--- src/rtl/image_switch_scheduler_if.sv ---
// ---------------------------------------------------------------------------
// image_switch_scheduler_if
// Request/response link between the image switch scheduler and the LCD
// display controller.
//   req_valid : scheduler -> display, a request is presented
//   req_id    : scheduler -> display, image ID, stable while req_valid=1
//   req_ready : display -> scheduler, request accepted when both are high
//   disp_done : display -> scheduler, single-cycle "frame fully drawn" pulse
// master = scheduler side, slave = display side.
// ---------------------------------------------------------------------------
interface image_switch_scheduler_if;
    logic       req_valid;
    logic [2:0] req_id;
    logic       req_ready;
    logic       disp_done;

    modport master (
        output req_valid,
        output req_id,
        input  req_ready,
        input  disp_done
    );

    modport slave (
        input  req_valid,
        input  req_id,
        output req_ready,
        output disp_done
    );
endinterface

--- src/rtl/image_switch_scheduler.sv ---
// ---------------------------------------------------------------------------
// image_switch_scheduler
// Turns keypad pulses into image-change requests for the LCD controller.
// One request is in flight at a time; commands that arrive while a frame is
// being requested or drawn land in a single latest-wins pending slot.
// An optional slideshow generates "next" commands after a fixed dwell.
//
// Ports:
//   clk          25 MHz LCD clock
//   rst          synchronous active-high reset
//   key_pulse    16 single-cycle key press pulses (lowest index wins)
//   disp         master side of the display link (req_valid/req_id out,
//                req_ready/disp_done in)
//   cur_id       last successfully drawn image
//   pending      pending slot occupied
//   slideshow_on auto-advance enabled
//   drop_cnt     saturating count of overwritten pending commands
//   timeout_err  sticky flag: a draw did not complete in time
// ---------------------------------------------------------------------------
module image_switch_scheduler #(
    parameter int NUM_IMAGES     = 6,
    parameter int SLIDE_CYCLES   = 75000000,
    parameter int TIMEOUT_CYCLES = 50000000
) (
    input  logic                            clk,
    input  logic                            rst,
    input  logic [15:0]                     key_pulse,
    image_switch_scheduler_if.master        disp,
    output logic [2:0]                      cur_id,
    output logic                            pending,
    output logic                            slideshow_on,
    output logic [7:0]                      drop_cnt,
    output logic                            timeout_err
);
    localparam int SW = ($clog2(SLIDE_CYCLES)   < 1) ? 1 : $clog2(SLIDE_CYCLES);
    localparam int TW = ($clog2(TIMEOUT_CYCLES) < 1) ? 1 : $clog2(TIMEOUT_CYCLES);
    localparam logic [2:0]    LAST_ID    = 3'(NUM_IMAGES - 1);
    localparam logic [3:0]    NUM_KEYS   = 4'(NUM_IMAGES);
    localparam logic [SW-1:0] SLIDE_LAST = SW'(SLIDE_CYCLES - 1);
    localparam logic [TW-1:0] TO_LAST    = TW'(TIMEOUT_CYCLES - 1);

    typedef enum logic [1:0] {S_IDLE, S_REQ, S_DRAW} state_t;

    state_t        state_q, state_d;
    logic [2:0]    req_id_q, cur_id_q, pend_id_q;
    logic          pend_q, show_q, terr_q;
    logic [7:0]    drop_q;
    logic [SW-1:0] slide_q;
    logic [TW-1:0] to_q;

    logic [3:0]    key_idx;
    logic          key_any, key_img, key_tog, key_accept;
    logic [2:0]    base_id, next_id, prev_id, key_tgt, img_tgt;
    logic          slide_en, tick, img_cmd, handshake, to_expire;

    // Priority pick: scan downward so the lowest asserted index is kept.
    always_comb begin
        key_idx = 4'd0;
        key_any = 1'b0;
        for (int i = 15; i >= 0; i--) begin
            if (key_pulse[i]) begin
                key_any = 1'b1;
                key_idx = 4'(i);
            end
        end
    end

    // Relative commands operate on the most recent target in the pipeline.
    always_comb begin
        if (pend_q)
            base_id = pend_id_q;
        else if (state_q != S_IDLE)
            base_id = req_id_q;
        else
            base_id = cur_id_q;
        // Compare-and-wrap keeps IDs inside 0..NUM_IMAGES-1 for any count.
        next_id = (base_id == LAST_ID) ? 3'd0 : base_id + 3'd1;
        prev_id = (base_id == 3'd0) ? LAST_ID : base_id - 3'd1;
    end

    always_comb begin
        key_img = 1'b0;
        key_tog = 1'b0;
        key_tgt = base_id;
        if (key_any) begin
            if (!key_idx[3]) begin
                if (key_idx < NUM_KEYS) begin
                    key_img = 1'b1;
                    key_tgt = key_idx[2:0];
                end
            end else begin
                case (key_idx[2:0])
                    3'd0: begin key_img = 1'b1; key_tgt = next_id; end
                    3'd1: begin key_img = 1'b1; key_tgt = prev_id; end
                    3'd2: key_tog = 1'b1;
                    3'd3: begin key_img = 1'b1; key_tgt = base_id; end
                    default: ;
                endcase
            end
        end
    end

    assign key_accept = key_img | key_tog;
    assign slide_en   = show_q && (state_q == S_IDLE) && !pend_q;
    // A real key in the same cycle swallows the slideshow tick.
    assign tick       = slide_en && (slide_q == SLIDE_LAST) && !key_accept;
    assign img_cmd    = key_img | tick;
    assign img_tgt    = key_img ? key_tgt : next_id;
    assign handshake  = (state_q == S_REQ) && disp.req_ready;
    assign to_expire  = (to_q == TO_LAST);

    // State register
    always_ff @(posedge clk) begin
        if (rst)
            state_q <= S_IDLE;
        else
            state_q <= state_d;
    end

    // Next-state logic
    always_comb begin
        state_d = state_q;
        case (state_q)
            S_IDLE: if (img_cmd || pend_q) state_d = S_REQ;
            S_REQ:  if (handshake) state_d = S_DRAW;
            S_DRAW: if (disp.disp_done || to_expire) state_d = S_IDLE;
            default: state_d = S_IDLE;
        endcase
    end

    // Outputs
    always_comb begin
        disp.req_valid = (state_q == S_REQ);
        disp.req_id    = req_id_q;
        cur_id         = cur_id_q;
        pending        = pend_q;
        slideshow_on   = show_q;
        drop_cnt       = drop_q;
        timeout_err    = terr_q;
    end

    // Datapath registers
    always_ff @(posedge clk) begin
        if (rst) begin
            req_id_q  <= 3'd0;
            cur_id_q  <= 3'd0;
            pend_id_q <= 3'd0;
            pend_q    <= 1'b0;
            show_q    <= 1'b0;
            terr_q    <= 1'b0;
            drop_q    <= 8'd0;
            slide_q   <= '0;
            to_q      <= '0;
        end else begin
            if (key_accept || tick)
                slide_q <= '0;
            else if (slide_en)
                slide_q <= slide_q + SW'(1);

            // Counter only runs in DRAW, so it is already zero on entry.
            if (state_q != S_DRAW)
                to_q <= '0;
            else if (!to_expire)
                to_q <= to_q + TW'(1);

            if (key_tog)
                show_q <= ~show_q;

            // Any new command while the slot is full discards the old one.
            if (img_cmd && pend_q && (drop_q != 8'hFF))
                drop_q <= drop_q + 8'd1;

            if (state_q == S_IDLE) begin
                if (img_cmd) begin
                    req_id_q <= img_tgt;
                    pend_q   <= 1'b0;
                end else if (pend_q) begin
                    req_id_q <= pend_id_q;
                    pend_q   <= 1'b0;
                end
            end else if (img_cmd) begin
                pend_id_q <= img_tgt;
                pend_q    <= 1'b1;
            end

            if (state_q == S_DRAW) begin
                if (disp.disp_done)
                    cur_id_q <= req_id_q;
                else if (to_expire)
                    terr_q <= 1'b1;
            end
        end
    end
endmodule

--- src/flat_wrapper.sv ---
// flat-port wrapper written by rule: the top's interface ports become plain ports
module image_switch_scheduler_flat 
#(
    parameter int NUM_IMAGES     = 6,
    parameter int SLIDE_CYCLES   = 75000000,
    parameter int TIMEOUT_CYCLES = 50000000
)
  (clk, rst, key_pulse, cur_id, pending, slideshow_on, drop_cnt, timeout_err, disp_req_valid, disp_req_id, disp_req_ready, disp_disp_done);
  image_switch_scheduler_if disp_i ();
  input  logic clk;
  input  logic rst;
  input  logic [15:0] key_pulse;
  output logic [2:0] cur_id;
  output logic pending;
  output logic slideshow_on;
  output logic [7:0] drop_cnt;
  output logic timeout_err;
  output wire logic [$bits(disp_i.req_valid)-1:0] disp_req_valid;
  output wire logic [$bits(disp_i.req_id)-1:0] disp_req_id;
  input wire logic [$bits(disp_i.req_ready)-1:0] disp_req_ready;
  input wire logic [$bits(disp_i.disp_done)-1:0] disp_disp_done;
  assign disp_req_valid = disp_i.req_valid;
  assign disp_req_id = disp_i.req_id;
  assign disp_i.req_ready = disp_req_ready;
  assign disp_i.disp_done = disp_disp_done;
  image_switch_scheduler #(.NUM_IMAGES(NUM_IMAGES), .SLIDE_CYCLES(SLIDE_CYCLES), .TIMEOUT_CYCLES(TIMEOUT_CYCLES)) u_core (.clk(clk), .rst(rst), .key_pulse(key_pulse), .disp(disp_i), .cur_id(cur_id), .pending(pending), .slideshow_on(slideshow_on), .drop_cnt(drop_cnt), .timeout_err(timeout_err));
endmodule
--- config.mk ---
export PLATFORM = sky130hd
export DESIGN_NAME = image_switch_scheduler_flat
export DESIGN_NICKNAME = d
export VERILOG_FILES = /design/src/rtl/image_switch_scheduler_if.sv /design/src/rtl/image_switch_scheduler.sv /design/src/flat_wrapper.sv
export SDC_FILE = /design/constraint.sdc
export NUM_CORES = 1
export LEC_CHECK = 0
export ABC_AREA = 1
export CELL_PAD_IN_SITES_DETAIL_PLACEMENT = 2
export CELL_PAD_IN_SITES_GLOBAL_PLACEMENT = 2
export CORE_MARGIN = 2
export CORE_UTILIZATION = 29
export CTS_BUF_LIST = sky130_fd_sc_hd__clkbuf_8
export DETAILED_ROUTE_END_ITERATION = 12
export PLACE_DENSITY = 0.71
export SKIP_CTS_REPAIR_TIMING = 1
export SYNTH_ARGS = -nofsm -noshare
export SYNTH_HDL_FRONTEND = slang
export SYNTH_SLANG_ARGS = --single-unit
--- constraint.sdc ---
create_clock -name clk -period 2.4 [get_ports clk]
set_input_delay 0.24 -clock clk [delete_from_list [all_inputs] [get_ports clk]]
set_output_delay 0.24 -clock clk [all_outputs]
set_load 0.01 [all_outputs]
==> metrics.txt, run 1 <==
status complete, no violations; Peak VDD IR 0.2163 mV; gpl congestion between 0.7 and 0.8; num rows 44; f_max around 0.43 GHz; count of cell types in the netlist 47; clock tree buffer depth 2; ratio of cells with drive above 1 in the final layout between 15 and 20%; final setup vio count 0; Ant. Diodes 0; Final Hold Fails 0; 1st-iter DRT viols 110; Worst Tran Pin Value 0.4658 ns; Hold Path Class reg2reg; gr ovfl total 0; FF+latch count, synth 75; Root Driver clkbuf_8; Syn Nets approximately 670; crit-path max FO 5; Die Area approximately 16000 um2; sequential area share after synthesis between 30% and 40%; max-cap violation count 0; vias 4486; Sink Count 75; Critical Path RT around 2.7 ns; antenna viol nets, final 0; clock-pin slew on the worst setup and hold paths about 0.090 ns; FF-to-FF Start u_core.state_q[1]; initial antenna violation count 0; gr usage total approximately 18%; ys async rst share 0%; Vias per Instance between 4 and 5; Area Growth Syn to Fin 28.79%; Buffers on Ports 37; setup TNS 0 ns; crit path to u_core.slide_q[26]; CP startpoint u_core.state_q[1]; DR WL/cell ~15 um; CP Capture Type register; CTS tree done; crit path DAT between 2 and 3 ns; FILL cells around 1700; synthesized instance count 650; Post-DP Area between 5000 and 6000 um2; RR Endpoint u_core.slide_q[26]; power per cell area between 400 and 500 nW/um2; number of placed I/O pins 38; dominant synthesized flop cell dfxtp_1; pin count of the biggest net entering global routing 19; global-route wire length before repair between 20000 and 25000 um; Final min period 2.300 ns; Hold Slack between 0.4 and 0.5 ns; Worst Skew between 0.01 and 0.015 ns; DIE HEIGHT 125.6 um; die width ~130 um; Pre-antenna DRT Iters 4; Yosys warnings 0; core area between 10000 and 15000 um2; RSZ-0062 raised after global routing true; clock latency at the later pin of the worst-skew pair approximately 0.37 ns; CP Launch Type register; most frequent cells in the layout nand2_1 (145), inv_1 (104), dfxtp_1 (72), nor2_1 (71), a21oi_1 (47); Cell Area, Synth 4289 um2; Nets between 700 and 800; Avg Cell Area, Syn between 6 and 7 um2; DRC viols 0; Post-DP HPWL about 11000 um; final instance area between 5000 and 6000 um2; final core utilization between 30% and 40%; initial core utilization just under 30%; relative slew slack 68.66%; Total Power between 0.002 and 0.003 W; Leak Pwr around 2 nW; number of flops mapped to enable cells by yosys 0; WL final around 14000 um; Slew Limit Fails 0; R2R cell count 16; Num CTS Buffers 9; reg-to-reg slack, setup between 0.1 and 0.15 ns; kind of critical path reg2reg; most common library cell in the layout ignoring fill and taps nand2_1; final period utilization roughly 96%; vias in the first global route 4816; H-tree levels 3
==> kinds of logic (layout without fill, tap and decap cells) <==
kind of cell,count (synthesis),count (layout),share of synthesized area [%]
buffers and inverters,118,210,10.76
and+or+nand+nor,347,347,37.98
adders and majority gates,4,4,1.167
xor gates and xnor gates,19,19,3.880
DFF,75,75,35.01
AOI/OAI and AO/OA,87,87,11.20
==> sequential cells by signal, summed over array words and instances (netlist names) <==
name	flops
u_core.slideshow_on	1
u_core.pending	1
u_core.to_q	26
u_core.pend_id_q	3
u_core.timeout_err	1
u_core.slide_q	27
u_core.cur_id	3
u_core.disp.req_id	3
u_core.drop_cnt	8
u_core.state_q	2
==> metal layers <==
| metal | global-route usage (%) | up-vias | wire length (um) |
|---|---|---|---|
| met3 | 3.483 | 9 | 273 |
| li1 | - | 2266 | - |
| met4 | 4.314 | 0 | 140 |
| met1 | 22.43 | 2185 | 6401 |
| met2 | 32.21 | 26 | 6746 |
| met5 | 0 | - | 0 |
==> worst min path at each step <==
stage                                    end                from  depth (start not counted)
after floorplan             u_core.cur_id[1]      disp_disp_done                          2
after detailed placement  u_core.timeout_err  u_core.timeout_err                          2
after CTS                 u_core.timeout_err  u_core.timeout_err                          2
final                     u_core.timeout_err  u_core.timeout_err                          2
after global routing      u_core.timeout_err  u_core.timeout_err                          2
after global placement    u_core.timeout_err  u_core.timeout_err                          2
==> cell type report <==
| cell class | count | area [um2] | area share (%) |
|---|---|---|---|
| inverters | 110 | 421.7 | 7.633 |
| multi-input cells | 457 | 2434 | 44.05 |
| flip-flops and latches | 75 | 1505 | 27.25 |
| clock buffers | 10 | 137.6 | 2.492 |
| repair buffers | 84 | 738.2 | 13.36 |
| well taps | 184 | 230.2 | 4.168 |
| clock inverters | 6 | 57.56 | 1.042 |
==> synthesized netlist by cell type, drive strengths merged (5+ instances only) <==
library cell | n | area, um2
a21oi | 49 | 249.0
buf | 5 | 31.28
dfxtp | 75 | 1501
inv | 108 | 410.4
nand2 | 152 | 575.6
nand3 | 39 | 232.7
nand4 | 17 | 112.6
nor2 | 84 | 355.3
nor3 | 33 | 186.4
nor4 | 12 | 100.1
o21ai | 24 | 123.9
xor2 | 17 | 148.9
==> through the flow <==
step,instances,setup slack [ns]
floorplan,650,0.3403
global placement,903,-0.07716
detailed placement,903,-0.2823
CTS,919,0.05317
global route,926,-0.07281
finish,926,0.1005
==> report_power, final <==
group	internal, W	switching [W]	total [W]
sequential	0.00127	0.0000212	0.00129
clock	0.000500	0.000504	0.00100
combinational	0.000169	0.000232	0.000401
==> worst max-delay path: stages (launching register included) <==
cell	delay (ns)
dfxtp_2	0.34
nor2_4	0.13
nand3_4	0.11
clkinv_2	0.09
nand3_4	0.07
nor2_4	0.13
nand3_2	0.09
nor2_4	0.11
nand3_2	0.08
nor2_4	0.16
nand4_4	0.11
nor3_4	0.23
nand3_2	0.13
nor2_4	0.17
nand4_1	0.11
nand2_1	0.08
nor2_1	0.04
(Power assumes the default switching activity.)
==> run 2: changes to the inputs <==
Settings changed: RECOVER_POWER from default to 100.
==> results of run 2 <==
No change in the layout: final DEF, timing and power equal those of run 1.
==> run 3: changes to the inputs <==
Clock period 2.4 ns to 2.2 ns, I/O delays scaled along.
==> run 3 against run 2 <==
  * Routed wire length is 6.8% higher
  * Die area did not move
  * Critical endpoint is now u_core.slide_q[21]
  * Design area increased by 7.3%
  * Count of clock-buffer cells in the layout shrank 1
  * Largest cell class unchanged
==> metrics.txt, run 3 (same netlist as run 1, synthesis figures left out) <==
Area Growth Syn to Fin 38.19%; Buffers on Ports 37 (unchanged); Die Area 15780 um2 (unchanged); RSZ-0062 raised after global routing true; gr ovfl total 0 (unchanged); power per cell area 506.5 nW/um2 (+3.8%); initial antenna violation count 0 (unchanged); Worst Skew 0.01349 ns (-0.001170 ns); f_max 0.4575 GHz (+5.2%); CTS tree done; initial core utilization 29.62% (unchanged); status complete, no violations; antenna viol nets, final 0 (unchanged); gr usage total 18.62% (+0.56 points); core area 14480 um2 (unchanged); worst slack, placed -0.3910 ns (-0.1087 ns); Critical Path RT 2.47 ns (-0.19 ns); Final Hold Fails 0 (unchanged); clock tree buffer depth 2 (unchanged); Post-DP HPWL 11050 um (+5.2%); FILL cells 1756 (+0.40%); Most flops, register u_core.slide_q; Peak VDD IR 0.2972 mV (+37%); crit-path max FO 4 (-1); max-cap violation count 0 (unchanged); Nets 799 (+5.0%); CP Launch Type register; clock latency at the later pin of the worst-skew pair 0.38 ns (about the same); pin count of the biggest net entering global routing 19 (unchanged); DIE HEIGHT 125.6 um (unchanged); Slew Limit Fails 0 (unchanged); CP Capture Type register; DRC viols 0 (unchanged); final period utilization 99.36% (+3.5 points); kind of critical path reg2reg; max reg flops 27 (unchanged); clock-pin slew on the worst setup and hold paths 0.09 ns (about the same); global-route wire length before repair 24320 um (+3.1%); vias 4656 (+3.8%); Hold Path Class reg2reg; DR WL/cell 15.02 um (+2.6%); die width 125.6 um (unchanged); Leak Pwr 2.279 nW (+11%); Final min period 2.186 ns (-0.1136 ns); most frequent cells in the layout nand2_1 (131), inv_1 (100), buf_4 (80), nor2_1 (73), dfxtp_1 (71); final non-filler cell total 964 (+4.1%); 1st-iter DRT viols 117 (+6.4%); relative slew slack 72.89% (+4.2 points); final setup margin 0.01410 ns (-0.08639 ns); number of placed I/O pins 38 (unchanged); vias in the first global route 5185 (+7.7%); ratio of cells with drive above 1 in the final layout 23.59% (+7.8 points); final setup vio count 0 (unchanged); WL final 14480 um (+6.8%); Pre-antenna DRT Iters 4 (unchanged); Num CTS Buffers 9 (unchanged); Root Driver clkbuf_8; Sink Count 75 (unchanged); num rows 44 (unchanged); Cell Count Post-Placement 933 (+3.3%); Vias per Instance 4.830 (-0.30%); crit path DAT 2.45 ns (-0.11 ns); most common library cell in the layout ignoring fill and taps nand2_1; H-tree levels 3 (unchanged); Worst Tran Pin Value 0.4030 ns (-0.06283 ns); Ant. Diodes 0 (unchanged); gpl congestion 0.8015 (+4.4%)
==> run 3: cell count changes in the layout (fill, tap and decap cells not counted), moves of 4 or more <==
cell | previous run | this run
inv_1 | 104 | 100
dlymetal6s2s_1 | 1 | 5
nand2_2 | 6 | 20
buf_4 | 46 | 80
clkdlybuf4s50_1 | 36 | 32
nand2_1 | 145 | 131
==> run 3: area by class of cell <==
| type | count | area, um2 | share of cell area, % |
|---|---|---|---|
| Inverter | 110 | 430.4 | 7.262 |
| Timing Repair Buffer | 122 | 1052 | 17.75 |
| Sequential cell | 75 | 1509 | 25.46 |
| Clock inverter | 7 | 68.82 | 1.161 |
| Multi-Input combinational cell | 457 | 2512 | 42.39 |
| Tap cell | 184 | 230.2 | 3.884 |
| Clock buffer | 9 | 123.9 | 2.090 |
==> run 3: worst paths after layout <==
kind | from | endpoint | slack [ns] | cells after the start
worst max-delay path | u_core.state_q[0] | u_core.slide_q[21] | 0.01 | 12
worst min-delay path | u_core.timeout_err | u_core.timeout_err | 0.46 | 2
worst max register to register | u_core.state_q[0] | u_core.slide_q[21] | 0.01 | 12
worst min register to register | u_core.timeout_err | u_core.timeout_err | 0.46 | 2
==> run 3: per-layer routing <==
layer	wire (um)	vias to the layer above	global-route usage, %
met4	182	0	5.490
met5	0	-	0
met1	6414	2267	21.84
li1	-	2344	-
met2	7612	31	34.69
met3	270	14	3.016
==> run 3: power by group <==
part	switching (W)	internal (W)	total, W
combinational	0.000277	0.000225	0.000501
sequential	0.0000234	0.00138	0.00141
clock	0.000571	0.000522	0.00109
==> run 3: per-stage QoR <==
| stage | cell area [um2] | hold WS [ns] | power, W | utilization [%] | setup TNS [ns] |
|---|---|---|---|---|---|
| after floorplan | 4289 | 0.3845 | 0.001668 | - | 0 |
| after global placement | 5385 | 0.4431 | 0.001848 | 37.19 | -7.400 |
| after detailed placement | 5385 | 0.4555 | 0.001869 | 37.19 | -13.18 |
| after CTS | 5578 | 0.4684 | 0.002968 | 38.52 | -0.7537 |
| after global routing | 5927 | 0.4986 | 0.003162 | 40.94 | -1.643 |
| final | 5927 | 0.4607 | 0.003002 | 40.94 | 0 |
==> run 3: critical path, cell delays in order, from the launching register on <==
cell     delay (ns)
dfxtp_4        0.36
nor2_4         0.14
nand3_4        0.11
nor2_2         0.17
nand4_1        0.14
nor3_2         0.18
nand4_1        0.16
nor4_2         0.24
nand2_1        0.16
nor4_2         0.20
nand2_1        0.09
nand2_1        0.08
a21oi_1        0.04
